==> src/rtl/alu_issue_queue_pkg.sv <==
`default_nettype none
// ============================================================================
// Module      : alu_issue_queue_pkg
// Description : Shared types and default sizing for the ALU issue queue and
//               its select logic.
// Revision    : 1.0 - initial release
// ============================================================================
package alu_issue_queue_pkg;

    localparam int ALU_IQ_DEPTH  = 8;
    localparam int ALU_IQ_PREG_W = 6;
    localparam int ALU_IQ_OC_W   = 32;
    localparam int ALU_IQ_WK_N   = 2;

    // One queue slot at default sizing.
    typedef struct packed {
        logic                     valid;
        logic [ALU_IQ_PREG_W-1:0] pdest;
        logic [ALU_IQ_PREG_W-1:0] psrc0;
        logic                     rdy0;
        logic [ALU_IQ_PREG_W-1:0] psrc1;
        logic                     rdy1;
        logic [ALU_IQ_OC_W-1:0]   oc;
    } AluIqEntrySt;

    // Payload handed to the regfile-read / execute stage.
    typedef struct packed {
        logic [ALU_IQ_PREG_W-1:0] pdest;
        logic [ALU_IQ_PREG_W-1:0] psrc0;
        logic [ALU_IQ_PREG_W-1:0] psrc1;
        logic [ALU_IQ_OC_W-1:0]   oc;
    } AluIssueSt;

endpackage
`default_nettype wire

==> src/rtl/alu_iq_select.sv <==
`default_nettype none
// ============================================================================
// Module      : alu_iq_select
// Description : Lowest-index priority picker. Returns a one-hot grant, an
//               any-request flag and the binary index of the winner.
// Revision    : 1.0 - initial release
// ============================================================================
module alu_iq_select #(
    parameter  int DEPTH = 8,
    localparam int IDX_W = (DEPTH > 1) ? $clog2(DEPTH) : 1
) (
    input  logic [DEPTH-1:0] i_req,
    output logic [DEPTH-1:0] o_grant,
    output logic             o_valid,
    output logic [IDX_W-1:0] o_idx
);

    // Scan from the top down so the last hit (the lowest index) wins.
    always_comb begin
        o_grant = '0;
        o_idx   = '0;
        for (int i = DEPTH - 1; i >= 0; i--) begin
            if (i_req[i]) begin
                o_grant    = '0;
                o_grant[i] = 1'b1;
                o_idx      = IDX_W'(i);
            end
        end
    end

    assign o_valid = |i_req;

endmodule
`default_nettype wire

==> src/rtl/alu_issue_queue.sv <==
`default_nettype none
// ============================================================================
// Module      : alu_issue_queue
// Description : Collapsing, age-ordered ALU issue queue. Entry 0 is oldest;
//               valid entries stay packed from index 0. Sources are woken by
//               writeback broadcasts and the oldest fully-ready entry is
//               offered downstream over valid/ready.
// Revision    : 1.0 - initial release
// ============================================================================
module alu_issue_queue
    import alu_issue_queue_pkg::*;
#(
    parameter  int DEPTH  = ALU_IQ_DEPTH,
    parameter  int PREG_W = ALU_IQ_PREG_W,
    parameter  int OC_W   = ALU_IQ_OC_W,
    parameter  int WK_N   = ALU_IQ_WK_N,
    localparam int CNT_W  = $clog2(DEPTH + 1)
) (
    input  logic                   clk,
    input  logic                   s_rst,
    input  logic                   flush_i,
    input  logic                   dis_valid_i,
    output logic                   dis_ready_o,
    input  logic [PREG_W-1:0]      dis_pdest_i,
    input  logic [PREG_W-1:0]      dis_psrc0_i,
    input  logic [PREG_W-1:0]      dis_psrc1_i,
    input  logic                   dis_rdy0_i,
    input  logic                   dis_rdy1_i,
    input  logic [OC_W-1:0]        dis_oc_i,
    input  logic [WK_N-1:0]        wk_valid_i,
    input  logic [WK_N*PREG_W-1:0] wk_preg_i,
    output logic                   iss_valid_o,
    input  logic                   iss_ready_i,
    output logic [PREG_W-1:0]      iss_pdest_o,
    output logic [PREG_W-1:0]      iss_psrc0_o,
    output logic [PREG_W-1:0]      iss_psrc1_o,
    output logic [OC_W-1:0]        iss_oc_o,
    output logic [CNT_W-1:0]       count_o
);

    localparam int IDX_W = (DEPTH > 1) ? $clog2(DEPTH) : 1;

    // Registered queue state.
    logic [DEPTH-1:0]  r_valid;
    logic [DEPTH-1:0]  r_rdy0;
    logic [DEPTH-1:0]  r_rdy1;
    logic [PREG_W-1:0] r_pdest [DEPTH];
    logic [PREG_W-1:0] r_psrc0 [DEPTH];
    logic [PREG_W-1:0] r_psrc1 [DEPTH];
    logic [OC_W-1:0]   r_oc    [DEPTH];
    logic [CNT_W-1:0]  r_count;

    // Contents of slot i+1, i.e. what slot i holds after a collapse.
    logic [DEPTH-1:0]  w_up_valid;
    logic [DEPTH-1:0]  w_up_rdy0;
    logic [DEPTH-1:0]  w_up_rdy1;
    logic [PREG_W-1:0] w_up_pdest [DEPTH];
    logic [PREG_W-1:0] w_up_psrc0 [DEPTH];
    logic [PREG_W-1:0] w_up_psrc1 [DEPTH];
    logic [OC_W-1:0]   w_up_oc    [DEPTH];

    // Next-state.
    logic [DEPTH-1:0]  w_nxt_valid;
    logic [DEPTH-1:0]  w_nxt_rdy0;
    logic [DEPTH-1:0]  w_nxt_rdy1;
    logic [PREG_W-1:0] w_nxt_pdest [DEPTH];
    logic [PREG_W-1:0] w_nxt_psrc0 [DEPTH];
    logic [PREG_W-1:0] w_nxt_psrc1 [DEPTH];
    logic [OC_W-1:0]   w_nxt_oc    [DEPTH];
    logic [CNT_W-1:0]  w_nxt_count;

    logic [DEPTH-1:0]  w_req;
    logic [DEPTH-1:0]  w_sel_oh;
    logic              w_sel_valid;
    logic [IDX_W-1:0]  w_sel_idx;
    logic              w_iss_fire;
    logic              w_dis_fire;
    logic [CNT_W-1:0]  w_dis_idx;
    logic              w_dis_wk0;
    logic              w_dis_wk1;

    // True when any active wakeup port broadcasts the given preg.
    function automatic logic f_wake(
        input logic [PREG_W-1:0]      preg,
        input logic [WK_N-1:0]        vld,
        input logic [WK_N*PREG_W-1:0] pregs
    );
        logic hit;
        hit = 1'b0;
        for (int k = 0; k < WK_N; k++) begin
            if (vld[k] && (pregs[k*PREG_W +: PREG_W] == preg)) begin
                hit = 1'b1;
            end
        end
        return hit;
    endfunction

    // Shift-source wiring; the top slot has nothing above it and empties.
    for (genvar g = 0; g < DEPTH; g++) begin : g_up
        if (g < DEPTH - 1) begin : g_mid
            assign w_up_valid[g] = r_valid[g+1];
            assign w_up_rdy0[g]  = r_rdy0[g+1];
            assign w_up_rdy1[g]  = r_rdy1[g+1];
            assign w_up_pdest[g] = r_pdest[g+1];
            assign w_up_psrc0[g] = r_psrc0[g+1];
            assign w_up_psrc1[g] = r_psrc1[g+1];
            assign w_up_oc[g]    = r_oc[g+1];
        end else begin : g_last
            assign w_up_valid[g] = 1'b0;
            assign w_up_rdy0[g]  = r_rdy0[g];
            assign w_up_rdy1[g]  = r_rdy1[g];
            assign w_up_pdest[g] = r_pdest[g];
            assign w_up_psrc0[g] = r_psrc0[g];
            assign w_up_psrc1[g] = r_psrc1[g];
            assign w_up_oc[g]    = r_oc[g];
        end
    end

    assign w_req = r_valid & r_rdy0 & r_rdy1;

    alu_iq_select #(
        .DEPTH (DEPTH)
    ) u_select (
        .i_req   (w_req),
        .o_grant (w_sel_oh),
        .o_valid (w_sel_valid),
        .o_idx   (w_sel_idx)
    );

    // One-hot AND-OR mux of the selected entry onto the issue port.
    always_comb begin
        iss_pdest_o = '0;
        iss_psrc0_o = '0;
        iss_psrc1_o = '0;
        iss_oc_o    = '0;
        for (int i = 0; i < DEPTH; i++) begin
            iss_pdest_o = iss_pdest_o | ({PREG_W{w_sel_oh[i]}} & r_pdest[i]);
            iss_psrc0_o = iss_psrc0_o | ({PREG_W{w_sel_oh[i]}} & r_psrc0[i]);
            iss_psrc1_o = iss_psrc1_o | ({PREG_W{w_sel_oh[i]}} & r_psrc1[i]);
            iss_oc_o    = iss_oc_o    | ({OC_W{w_sel_oh[i]}}   & r_oc[i]);
        end
    end

    assign iss_valid_o = w_sel_valid;
    assign count_o     = r_count;
    // A slot freed by a same-cycle issue is not offered to dispatch.
    assign dis_ready_o = (r_count < CNT_W'(DEPTH));
    assign w_iss_fire  = w_sel_valid & iss_ready_i & ~flush_i;
    assign w_dis_fire  = dis_valid_i & dis_ready_o & ~flush_i;
    // Landing slot accounts for the collapse caused by a same-cycle issue.
    assign w_dis_idx   = r_count - CNT_W'(w_iss_fire);
    assign w_dis_wk0   = dis_rdy0_i | f_wake(dis_psrc0_i, wk_valid_i, wk_preg_i);
    assign w_dis_wk1   = dis_rdy1_i | f_wake(dis_psrc1_i, wk_valid_i, wk_preg_i);

    // Next state: collapse above the issued slot, wake in post-shift place,
    // then drop the dispatched op into the first free slot.
    always_comb begin
        for (int i = 0; i < DEPTH; i++) begin
            if (w_iss_fire && (i >= int'(w_sel_idx))) begin
                w_nxt_valid[i] = w_up_valid[i];
                w_nxt_rdy0[i]  = w_up_rdy0[i];
                w_nxt_rdy1[i]  = w_up_rdy1[i];
                w_nxt_pdest[i] = w_up_pdest[i];
                w_nxt_psrc0[i] = w_up_psrc0[i];
                w_nxt_psrc1[i] = w_up_psrc1[i];
                w_nxt_oc[i]    = w_up_oc[i];
            end else begin
                w_nxt_valid[i] = r_valid[i];
                w_nxt_rdy0[i]  = r_rdy0[i];
                w_nxt_rdy1[i]  = r_rdy1[i];
                w_nxt_pdest[i] = r_pdest[i];
                w_nxt_psrc0[i] = r_psrc0[i];
                w_nxt_psrc1[i] = r_psrc1[i];
                w_nxt_oc[i]    = r_oc[i];
            end

            w_nxt_rdy0[i] = w_nxt_rdy0[i] | f_wake(w_nxt_psrc0[i], wk_valid_i, wk_preg_i);
            w_nxt_rdy1[i] = w_nxt_rdy1[i] | f_wake(w_nxt_psrc1[i], wk_valid_i, wk_preg_i);

            if (w_dis_fire && (CNT_W'(i) == w_dis_idx)) begin
                w_nxt_valid[i] = 1'b1;
                w_nxt_rdy0[i]  = w_dis_wk0;
                w_nxt_rdy1[i]  = w_dis_wk1;
                w_nxt_pdest[i] = dis_pdest_i;
                w_nxt_psrc0[i] = dis_psrc0_i;
                w_nxt_psrc1[i] = dis_psrc1_i;
                w_nxt_oc[i]    = dis_oc_i;
            end
        end

        w_nxt_count = r_count + CNT_W'(w_dis_fire) - CNT_W'(w_iss_fire);

        if (flush_i) begin
            w_nxt_valid = '0;
            w_nxt_count = '0;
        end
    end

    // Occupancy state; reset and flush empty the queue.
    always_ff @(posedge clk) begin
        if (s_rst) begin
            r_valid <= '0;
            r_count <= '0;
        end else begin
            r_valid <= w_nxt_valid;
            r_count <= w_nxt_count;
        end
    end

    // Payload and ready bits; meaningless while the slot is invalid.
    always_ff @(posedge clk) begin
        r_rdy0 <= w_nxt_rdy0;
        r_rdy1 <= w_nxt_rdy1;
        for (int i = 0; i < DEPTH; i++) begin
            r_pdest[i] <= w_nxt_pdest[i];
            r_psrc0[i] <= w_nxt_psrc0[i];
            r_psrc1[i] <= w_nxt_psrc1[i];
            r_oc[i]    <= w_nxt_oc[i];
        end
    end

endmodule
`default_nettype wire

==> config.mk <==
export PLATFORM = sky130hd
export DESIGN_NAME = alu_issue_queue
export DESIGN_NICKNAME = d
export VERILOG_FILES = /design/src/rtl/alu_issue_queue_pkg.sv /design/src/rtl/alu_iq_select.sv /design/src/rtl/alu_issue_queue.sv
export SDC_FILE = /design/constraint.sdc
export NUM_CORES = 1
export LEC_CHECK = 0
export ABC_CLOCK_PERIOD_IN_PS = 19700
export CAP_MARGIN = 0
export CORE_MARGIN = 10
export CORE_UTILIZATION = 55
export DETAILED_ROUTE_END_ITERATION = 6
export GPL_ROUTABILITY_DRIVEN = 0
export PLACE_DENSITY = 0.84
export RECOVER_POWER = 50
export SLEW_MARGIN = 5
export SYNTH_ARGS = -nofsm -noshare
export SYNTH_HDL_FRONTEND = slang
export SYNTH_SLANG_ARGS = --single-unit
==> constraint.sdc <==
create_clock -name clk -period 19.7 [get_ports clk]
set_clock_uncertainty 0.2 [all_clocks]
set_input_delay 1.97 -clock clk [delete_from_list [all_inputs] [get_ports clk]]
set_output_delay 1.97 -clock clk [all_outputs]
set_load 0.005 [all_outputs]
==> results_dict.tcl <==
set metrics [dict create \
    run_status "complete, but fails checks" \
    failed_checks "design-rule violations, max-capacitance violations, max-slew violations" \
    gr-usage-met1_pct 32.0 \
    cts-root-to-sink-buffers 3 \
    drtIter0Drc 2682 \
    detail-route-antenna-nets 0 \
    cts.repair.resized 0 \
    combinationalPowerShare_pct 14.9 \
    cp_data_required_time_ps 19420 \
    timing.critical_path.to_type "flop" \
    leakagePower_nw 9.41 \
    footprint_of_the_multi_input_gates_um2 10300 \
    synth.yosys.warnings 0 \
    cell_internal_pwr_mw 1.68 \
    number_of_buffer_cells_added_on_primary_ports 126 \
    post_synth_mux_area_share_pct 14.7 \
    synth_adder_area_share_pct 0.476 \
    report.final.setup_viol 0 \
    clock-root-buffer "clkbuf_16" \
    floorplan.core_area_um2 40700 \
    globalRouteTotalUtil_pct 26.4 \
    setup.worst_path.class "input port to flop" \
    io-pin-count 127 \
    synth_top_family_by_area "multiplexers" \
    hold_class "flop to flop" \
    synthFlopType "edfxtp_1" \
    syn_avg_cell_area_um2 10.8 \
    worst-path-max-fanout 68 \
    fin_area_um2 25700 \
    numCtsBuffers 45 \
    first_pass_grt_wire_length_um 105000 \
    detailedRoute.firstPassIterationCount 7 \
    max-vdd-ir-drop_mv 0.0776 \
    design.die.area_um2 49600 \
    final_net_count 2233 \
    worstMarginPinSlew_ps 4110 \
    final_min_period_over_clock_period_pct 45.8 \
    netlist.area_leader.share_pct 41.9 \
    mappedNetlistArea_um2 22600 \
    detail_route.wirelength_um 68400 \
    clock_tree_from_tritoncts "built" \
    synth_nets 2179 \
    synth.ff_latch_count 428 \
    final-hold-violation-count 0 \
    synthesis.instances 2100 \
    die_w_um 223 \
    num-fill-cells 3048 \
    vias_in_the_first_global_route 18200 \
    total_switching_power_mw 0.633 \
    die-height_um 223 \
    grt_setup_unrepaired "false" \
    ranking_of_synthesized_cells_by_instance_count "nand2_1, edfxtp_1, mux2_2" \
    antenna_found_initial 5 \
    most_common_cell_in_the_netlist "nand2_1" \
    synth_edf_count 316 \
    area_share_of_xor_xnor_cells_in_the_synthesized_design_pct 8.48 \
    max_freq_mhz 111 \
    yosys.area.top_type "edfxtp_1" \
    htree_num_levels 2 \
    dpl_cell_area_um2 24300 \
    wire_per_inst_um 25.1 \
    final_core_util_pct 63.0 \
    startpoint_class "input port" \
    power.clock.fraction_pct 37.3 \
    syn_to_final_growth_pct 13.5 \
    worst_setup_hold_path_clk_slew_ps 60 \
    post_route_cells_drive_above_1_share_pct 12.5 \
    holdBufCountCts 0 \
    synth-seq-area-share_pct 51.9 \
    main_area_contributors_after_synthesis "edfxtp_1, dfxtp_1, nand2_1" \
    pwr-share-seq_pct 47.8 \
    seqCellArea_um2 11700 \
    initial_core_utilization_pct 55.5 \
    timing.slew.headroom_pct -174 \
    cap_violations 13 \
    cts.sinks 428 \
    dpl.hpwl_um 40400 \
    rows 74 \
    synth_cell_types 53 \
    global_route.usage.met2_pct 44.2 \
    grt-ovfl-total 0 \
    timing.critical_path.arrival_ps 8750 \
    via_count 17700 \
    p_sw_share_pct 27.3 \
    vias_per_cell 6.50 \
    synth_simple_gate_area_share_pct 12.5 \
    grt_use_met3_pct 4.83 \
    final_max_slew_viol_count 635 \
    pin_count_of_the_biggest_net_entering_global_routing 69 \
    total_power_mw 2.32 \
    power_density_nw_per_um2 90.2 \
    synth-compound-area-share_pct 8.97 \
    finalSetupTns_ps 0 \
    drc 14 \
    clkLatencyLatePin_ps 600 \
    postCtsSetupBuffers 0 \
    most_heavily_used_metal_layer_in_global_routing "met2" \
    period_needed_ps 9030 \
    synth_async_sr_flop_share_pct 0 \
]
==> final timing paths <==
check,startpoint,to,slack [ps],cells past startpoint
worst max-delay path,flush_i,r_oc[0][90],10670,11
worst min register to register,r_valid[0],r_valid[0],320,2
worst max register to register,r_rdy0[3],r_oc[0][90],11300,11
worst min-delay path,r_valid[0],r_valid[0],320,2
==> kinds of logic (layout without fill, tap and decap cells) <==
family                   Yosys count  in the layout
flip-flops                       428            428
buffers and inverters            172            261
AO/OA/AOI/OAI                    292            292
AND/OR/NAND/NOR                  676            676
XOR/XNOR                         219            219
adder cells (fa/ha/maj)            8              8
multiplexers                     305            305
other                              0              2
==> cell type report <==
class | count | area share (%)
Sequential cell | 428 | 45.7
Multi-Input combinational cell | 1500 | 39.9
Timing Repair Buffer | 162 | 5.81
Clock buffer | 56 | 4.59
Tap cell | 532 | 2.59
Clock inverter | 26 | 1.13
Inverter | 17 | 0.249
Antenna cell | 2 | 0.0195
==> cell usage in the layout (no fill, tap or decap), drive strengths merged, types with 4 or more instances in the layout <==
master / n
nand3: 14
a222oi: 50
nand2b: 5
bufinv: 5
nand4: 36
nor4: 33
clkinv: 19
o21ai: 58
and3: 6
a21oi: 107
dfxtp: 112
nor3: 8
clkbuf: 65
buf: 28
nor2: 100
mux2i: 152
nand2: 466
mux2: 153
xnor2: 135
ha: 7
dlygate4sd3: 56
o211ai: 4
edfxtp: 316
o41ai: 5
xor2: 84
o32a: 6
a221oi: 51
clkdlybuf4s50: 69
inv: 19
==> power by group through the flow <==
stage	registers, mW	clock network (mW)	logic, mW
3_3_place_gp	1.12	0	0.324
6_report	1.11	0.864	0.345
3_5_place_dp	1.12	0	0.336
2_1_floorplan	1.09	0	0.249
4_1_cts	1.10	0.868	0.340
5_1_grt	1.11	0.902	0.371
==> routing by layer <==
metal / part of all wire (%) / wire (um)
met3: 10 / 7050
met2: 48 / 33100
met1: 37 / 25100
met4: 4.7 / 3200
met5: 0 / 0
==> sequential cells by signal, indices dropped and copies added (netlist names) <==
register	count
count_o	4
r_oc	256
r_pdest	48
r_psrc0	48
r_psrc1	48
r_rdy0	8
r_rdy1	8
r_valid	8
==> worst max-delay path, cell delays in order <==
cell and delay [ps]:
dlygate4sd3_1 580, nor2b_1 190, o31ai_1 180, inv_1 120
ha_1 180, ha_1 200, xor2_1 320, nor2_1 120
nand2_2 90, clkbuf_1 2860, nand2_2 1830
==> through the flow <==
step / std cells / worst slack, ps / hold slack [ps]
6_report: 2723 / 10670 / 320
2_1_floorplan: 2100 / 12250 / 263
3_3_place_gp: 2639 / 13440 / 281
4_1_cts: 2721 / 13180 / 299
3_5_place_dp: 2639 / 13380 / 291
5_1_grt: 2722 / 10340 / 323
Note: power is estimated with default switching activity, not from simulation.
